`src/rtl/pipeline_ctrl.sv`:
```
// Pipeline hazard controller for a five-stage in-order core.
// It forwards ALU operands from M/W, stalls on load-use hazards, flushes on
// taken branches, freezes the whole pipe while data memory is busy, and
// holds the pipe for HOLD_CYCLES cycles after reset. It also keeps
// saturating stall/flush performance counters.
//
// Memory handshake: dmem_req marks an M-stage access in flight. dmem_ready
// completes it in the same cycle. A cycle with dmem_req=1 and dmem_ready=0
// freezes F/D/E/M and bubbles W until a cycle with dmem_ready=1 arrives.
// dmem_req=1 with dmem_ready=1 completes at once and causes no stall.
//
// HOLD_CYCLES must be at least 1.
module pipeline_ctrl #(
  parameter int HOLD_CYCLES = 2,
  parameter int CNT_W       = 16
) (
  input  logic             clk,
  input  logic             rst,
  input  logic [4:0]       RS1_D,
  input  logic [4:0]       RS2_D,
  input  logic [4:0]       RS1_E,
  input  logic [4:0]       RS2_E,
  input  logic [4:0]       RD_E,
  input  logic [4:0]       RD_M,
  input  logic [4:0]       RD_W,
  input  logic             RegWriteM,
  input  logic             RegWriteW,
  input  logic             ResultSrcE0,
  input  logic             PCSrcE,
  input  logic             dmem_req,
  input  logic             dmem_ready,
  output logic [1:0]       ForwardAE,
  output logic [1:0]       ForwardBE,
  output logic             StallF,
  output logic             StallD,
  output logic             StallE,
  output logic             StallM,
  output logic             FlushD,
  output logic             FlushE,
  output logic             FlushW,
  output logic [CNT_W-1:0] stall_cnt,
  output logic [CNT_W-1:0] flush_cnt,
  output logic [1:0]       state_o
);

  typedef enum logic [1:0] {
    HOLD     = 2'b00,
    RUN      = 2'b01,
    MEM_WAIT = 2'b10
  } state_t;

  localparam int HW = (HOLD_CYCLES > 1) ? $clog2(HOLD_CYCLES) : 1;
  localparam logic [HW-1:0] HOLD_LAST = HW'(HOLD_CYCLES - 1);
  localparam logic [CNT_W-1:0] CNT_MAX = '1;

  state_t        state, state_next;
  logic [HW-1:0] hold_cnt;
  logic          hold_last;
  logic          lw_stall;
  logic          mem_stall;
  logic [1:0]    fwd_a, fwd_b;

  // Operand source for one ALU input. M wins over W, and x0 is never forwarded.
  function automatic logic [1:0] fwd_sel(input logic [4:0] rs);
    if (RegWriteM && (RD_M != 5'd0) && (RD_M == rs))      return 2'b10;
    else if (RegWriteW && (RD_W != 5'd0) && (RD_W == rs)) return 2'b01;
    else                                                  return 2'b00;
  endfunction

  assign hold_last = (hold_cnt == HOLD_LAST);
  assign lw_stall  = ResultSrcE0 && (RD_E != 5'd0) &&
                     ((RS1_D == RD_E) || (RS2_D == RD_E));
  assign mem_stall = dmem_req && !dmem_ready;
  assign fwd_a     = fwd_sel(RS1_E);
  assign fwd_b     = fwd_sel(RS2_E);
  assign state_o   = state;

  // State register; reset always restarts HOLD.
  always_ff @(posedge clk) begin
    if (rst) state <= HOLD;
    else     state <= state_next;
  end

  // Post-reset hold counter. It is cleared whenever it is not counting, so
  // every entry to HOLD starts a full count.
  always_ff @(posedge clk) begin
    if (rst)                           hold_cnt <= '0;
    else if (state == HOLD && !hold_last) hold_cnt <= hold_cnt + 1'b1;
    else                               hold_cnt <= '0;
  end

  // Next state and control outputs. A memory stall takes over the outputs in
  // the same cycle it is seen, and it masks load-use and branch effects.
  always_comb begin
    state_next = state;
    ForwardAE  = 2'b00;
    ForwardBE  = 2'b00;
    StallF     = 1'b0;
    StallD     = 1'b0;
    StallE     = 1'b0;
    StallM     = 1'b0;
    FlushD     = 1'b0;
    FlushE     = 1'b0;
    FlushW     = 1'b0;
    case (state)
      HOLD: begin
        StallF = 1'b1;
        FlushD = 1'b1;
        FlushE = 1'b1;
        FlushW = 1'b1;
        if (hold_last) state_next = RUN;
      end
      RUN, MEM_WAIT: begin
        ForwardAE = fwd_a;
        ForwardBE = fwd_b;
        if ((state == RUN && mem_stall) || (state == MEM_WAIT && !dmem_ready)) begin
          StallF     = 1'b1;
          StallD     = 1'b1;
          StallE     = 1'b1;
          StallM     = 1'b1;
          FlushW     = 1'b1;
          state_next = MEM_WAIT;
        end else begin
          StallF     = lw_stall;
          StallD     = lw_stall;
          FlushD     = PCSrcE;
          FlushE     = lw_stall || PCSrcE;
          state_next = RUN;
        end
      end
      default: state_next = HOLD;
    endcase
  end

  // Saturating performance counters. Cycles spent in HOLD are not counted.
  always_ff @(posedge clk) begin
    if (rst) begin
      stall_cnt <= '0;
      flush_cnt <= '0;
    end else begin
      if (StallF && state != HOLD && stall_cnt != CNT_MAX) stall_cnt <= stall_cnt + 1'b1;
      if (FlushE && state != HOLD && flush_cnt != CNT_MAX) flush_cnt <= flush_cnt + 1'b1;
    end
  end

endmodule

```
`config.mk`:
```
export PLATFORM = sky130hd
export DESIGN_NAME = pipeline_ctrl
export DESIGN_NICKNAME = d
export VERILOG_FILES = /design/src/rtl/pipeline_ctrl.sv
export SDC_FILE = /design/constraint.sdc
export NUM_CORES = 1
export LEC_CHECK = 0
export ABC_CLOCK_PERIOD_IN_PS = 6710
export BUFFER_PORTS_ARGS = -buffer_cell sky130_fd_sc_hd__buf_2
export CAP_MARGIN = 20
export CORE_ASPECT_RATIO = 2
export CORE_MARGIN = 10
export CORE_UTILIZATION = 40
export DETAILED_ROUTE_END_ITERATION = 10
export GPL_TIMING_DRIVEN = 0
export PLACE_DENSITY = 0.66
export SLEW_MARGIN = 10
export SYNTH_ARGS = -nofsm -noshare
export SYNTH_HDL_FRONTEND = slang
export SYNTH_SLANG_ARGS = --single-unit
```
`constraint.sdc`:
```
create_clock -name clk -period 6.71 [get_ports clk]
set_input_delay 2.013 -clock clk [delete_from_list [all_inputs] [get_ports clk]]
set_output_delay 2.013 -clock clk [all_outputs]
set_load 0.03 [all_outputs]
```
# [Word level (Yosys, flattened, before mapping)]
# Cells that the tools add are included.
[word_totals] regBits=35 output_inout_bits=45 elab_cells=66
[classes] add_sub_neg=3 n_eq_ne=11 mux=19 bitwise=1 reduce_logical=28
[ops] op="$add A16 B1 Y16 const B" count=2
[ops] op="$ne A16 B16 Y1 const B" count=2
[ops] op="$eq A5 B5 Y1" count=6
[ops] op="$logic_and A1 B1 Y1" count=16
[ops] op="$reduce_bool A5 Y1" count=3
[ops] op="$mux W2" count=6
[ops] op="$mux W1" count=8
[ops] op="$pmux W1 S2" count=4
[ops] op="$pmux W2 S2" count=1
[ops] op="$reduce_or A2 Y1" count=2
[ops] op="$logic_or A1 B1 Y1" count=3
[ops] op="$eq A2 B1 Y1 const B" count=1
[ops] op="$eq A2 B2 Y1 const B" count=1
[ops] op="$logic_not A1 Y1" count=2
[ops] op="$logic_not A2 Y1" count=1
[ops] op="$ne A2 B2 Y1 const B" count=1
[ops] op="$reduce_bool A2 Y1" count=1
[ops] op="$add A1 B1 Y1 const B" count=1
[ops] op="$not A1 Y1" count=1

# [Depth between registers and ports, before layout]
[logic_depth] word_depth=8 depth_mapped=10

# [Worst setup path after synthesis]
# OpenSTA, ideal clock, no wires.
[synth_timing] path_type="in2out" from="input RD_M[1]" to="output ForwardAE[0]" arrival_time_ps=3808 required_ps=4697 slack_ps=889 path_stages=4 n_path_buf=0 path_cell_list="or4_1 -> o21ai_0 -> nor4_1 -> nor4_1"
[synth_via] elab_chain_len=5 word_cells_on_any_way=6 cone_classes="1 x eq/ne; 2 x mux; 3 x reduce/logical"
[synth_rtl] item="start: declaration" line_no="24" source="input logic [4:0] RD_M,"
[synth_rtl] item="$reduce_bool A5 Y1" line_no="65" source="if (RegWriteM && (RD_M != 5'd0) && (RD_M == rs)) return 2'b10;"
[synth_rtl] item="$logic_and A1 B1 Y1" line_no="65"
[synth_rtl] item="$logic_and A1 B1 Y1 *" line_no="65"
[synth_rtl] item="$mux W2 *" line_no="65"
[synth_rtl] item="$mux W2 *" line_no="105" source="case (state)"
[synth_rtl] item="end: declaration" line_no="32" source="output logic [1:0] ForwardAE,"
# Every way passes the cells marked *; elsewhere a longest branch is shown, timed or not.

# [Worst setup path in the final report]
[layout_timing] from="input RD_E[1]" to="output FlushE"
[layout_via] elab_chain_len=6 word_cells_on_any_way=9 cone_classes="2 x eq/ne; 2 x mux; 5 x reduce/logical"
[layout_rtl] item="start: declaration" line_no="23" source="input logic [4:0] RD_E,"
[layout_rtl] item="$eq A5 B5 Y1 or $reduce_bool A5 Y1 (tied branches)" line_no="72, 71"
[layout_rtl] item="$logic_or A1 B1 Y1 or $logic_and A1 B1 Y1 (tied branches)" line_no="72, 71"
[layout_rtl] item="$logic_and A1 B1 Y1 *" line_no="71" source="assign lw_stall = ResultSrcE0 && (RD_E != 5'd0) &&"
[layout_rtl] item="$logic_or A1 B1 Y1 *" line_no="127" source="FlushE = lw_stall || PCSrcE;"
[layout_rtl] item="$mux W1 *" line_no="116" source="if ((state == RUN && mem_stall) || (state == MEM_WAIT && !dmem_ready)) begin"
[layout_rtl] item="$pmux W1 S2 *" line_no="105"
[layout_rtl] item="end: declaration" line_no="39" source="output logic FlushE,"
# Marks and branches as above.

==> metrics <==
outcome completed; Die H 129 µm; Iter 0 DRT Violations 133; fraction of layout cells with a size suffix above 1 30.0%; total wire length 7610 µm; CTS tree yes; RSZ-0062 raised after global routing false; largest net degree at the start of global routing 12; row cnt 39; # DRC 0; met2 usage 32.0%; commonest non-fill, non-tap cells in the layout buf_2 (89), dfxtp_1 (35), a21oi_1 (30); DIE WIDTH 74.3 µm; Mapped Cells 286; Clock Skew 5.93 ps; CP required 4700 ps; slowest stage delay, CP 530 ps; worst r2r src state_o[0]; core area 5710 µm²; sequence of cells on the critical path buf_2 > or4_1 > o21ai_2 > inv_2 > a21o_1 > a21oi_1 > nor2_1 > buf_2; Crit Path Class in -> out; post-CTS sizing 0; Core Util, Final 53.3%; PwrDens 203 nW/µm²; syn_area_per_cell 8.26 µm²; Final Setup Violations 0; HP Start stall_cnt[9]; fillers 578; Synth Cell Area 2360 µm²; Post-synth EDFFs 0; clk root buf clkbuf_16; port bufs 86; met1 GRT Util 15.0%; total gr overflow 0; GRT busiest layer met2; # hold bufs at CTS 0; die area 9570 µm²; post-CTS setup buffers 0; Reg area 701 µm²; GPL Wtd Cong 0.839; Overall Global Routing Usage 16.0%; Initial Util 41.4%; worst-path fanout max 4; Crit-path slowest cell or4_1; Cell variety after synth 45; max frequency 0.179 GHz; footprint of the multi-input gates 1530 µm²; min-delay worst type reg -> reg; first-pass GRT wire length 12,400 µm; antenna viol nets, final 0; DR WL/cell 17.3 µm; syn_nets 335; global-route track usage on met3 3.77%; Seq/Total Area, Yosys 29.7%; number of max-cap violations 0; R2R Setup Slk 4170 ps; CTS Sinks 35; io pins 88; WHS Endpoint stall_cnt[9]; Clock Tree Buf Depth 2; Fin. Hold Viols 0; reg2reg end flush_cnt[6]; Most Frequent Cell on Critical Path buf_2; Max VDD drop 0.000183 V; FF+latch count, synth 35; hold depth 2; final net count 428; Clk pin slew, worst setup/hold paths 60 ps; Setup crit end kind output port; Worst setup SP type input pin; ys flop type dfxtp_1; H-tree depth 2; Skew-Pair Late Insertion Delay 280 ps; Tcrit/Tclk final 83.2%; Layout area overhead 28.8%; WP data arrival 3570 ps; via count 2,532; Tightest Pin Transition 548 ps; number of global-route vias before repair 2,679; Post-synth ARST share 0%; Slew Limit Fails 0; Pre-antenna DRT Iters 4; initial antenna violation count 0; Fin Setup TNS 0 ps; Reg2Reg Depth 8; Inserted Diodes 0; Via density 5.74; most common cell after layout, fill and taps aside buf_2; Lkg Pwr 1.25 nW; number of buffers created by CTS 5; DP Wirelength 6190 µm; Final min period 5580 ps; Worst slew margin 63.5%; Yosys warning count 0
==> synth_stat cells, drive strengths merged, types with 3 or more instances <==
cell	number	share of area [%]
clkbuf	6	0.95
nor2b	4	1.1
and3	5	1.3
xnor2	16	5.9
nand4	8	2.1
inv	11	1.7
xor2	15	5.6
dfxtp	35	30
buf	8	2.7
ha	6	3.2
nand2b	3	1.1
nor3	4	1.3
a21oi	32	7.4
nand2	16	2.5
o21ai	13	2.9
nand3	13	2.8
and4	5	1.9
and2	5	1.3
nor4	7	1.9
nor2	12	1.9
o31ai	16	5.1
or3	10	2.6
or4	20	6.4
mux2	3	1.6
==> power breakdown <==
part	switching (W)	internal, W
logic	0.0000796	0.0000482
registers	0.00000455	0.000212
clock network	0.0000881	0.000185
==> worst max-delay path, delay by kind of cell <==
| kind | cells | cell delay, ps |
|---|---|---|
| AO/OA/AOI/OAI | 3 | 570 |
| AND/OR/NAND/NOR | 2 | 580 |
| buffers and inverters | 3 | 390 |
==> flip-flops by register name, summed over array words and instances (netlist names) <==
name / flops
hold_cnt: 1
state_o: 2
stall_cnt: 16
flush_cnt: 16
==> per-stage QoR <==
step	area [µm²]	cells	hold WS, ps	total power [W]	worst slack (ps)
floorplan	2360	286	537	0.000304	889
global placement	2870	433	478	0.000348	1120
detailed placement	2870	433	492	0.000350	1120
CTS	3040	441	499	0.000624	1110
global route	3040	441	526	0.000644	997
finish	3040	441	492	0.000617	1130
==> metal layers <==
layer | vias to the layer above | wire (µm)
met5 | - | 0
met4 | 0 | 69
met3 | 7 | 456
met2 | 77 | 4420
met1 | 1196 | 2660
li1 | 1252 | -
==> area by class of cell <==
class / instances / area share, %
Timing Repair Buffer: 86 / 14.1
Buffer: 14 / 2.84
Inverter: 11 / 1.36
Clock buffer: 6 / 4.56
Multi-Input combinational cell: 226 / 50.4
Sequential cell: 35 / 23.0
Clock inverter: 2 / 1.15
Tap cell: 61 / 2.51
==> how the worst max path moves through the flow <==
stage | startpoint | endpoint | depth (start not counted)
3_5_place_dp | RD_E[1] | FlushE | 8
4_1_cts | RD_E[1] | FlushE | 8
6_report | RD_E[1] | FlushE | 8
2_1_floorplan | RD_M[1] | ForwardAE[0] | 4
5_1_grt | RD_E[1] | FlushE | 8
3_3_place_gp | RD_E[1] | FlushE | 8
==> kinds of logic after synthesis <==
| family | synth area share, % |
|---|---|
| AND/OR/NAND/NOR | 28.4 |
| AO/OA/AOI/OAI | 19.4 |
| flip-flops | 29.7 |
| XOR/XNOR | 11.5 |
| buffers and inverters | 5.40 |
| adder cells (fa/ha/maj) | 3.18 |
| multiplexers | 2.44 |
No activity file was read; power rests on OpenSTA's default activity.
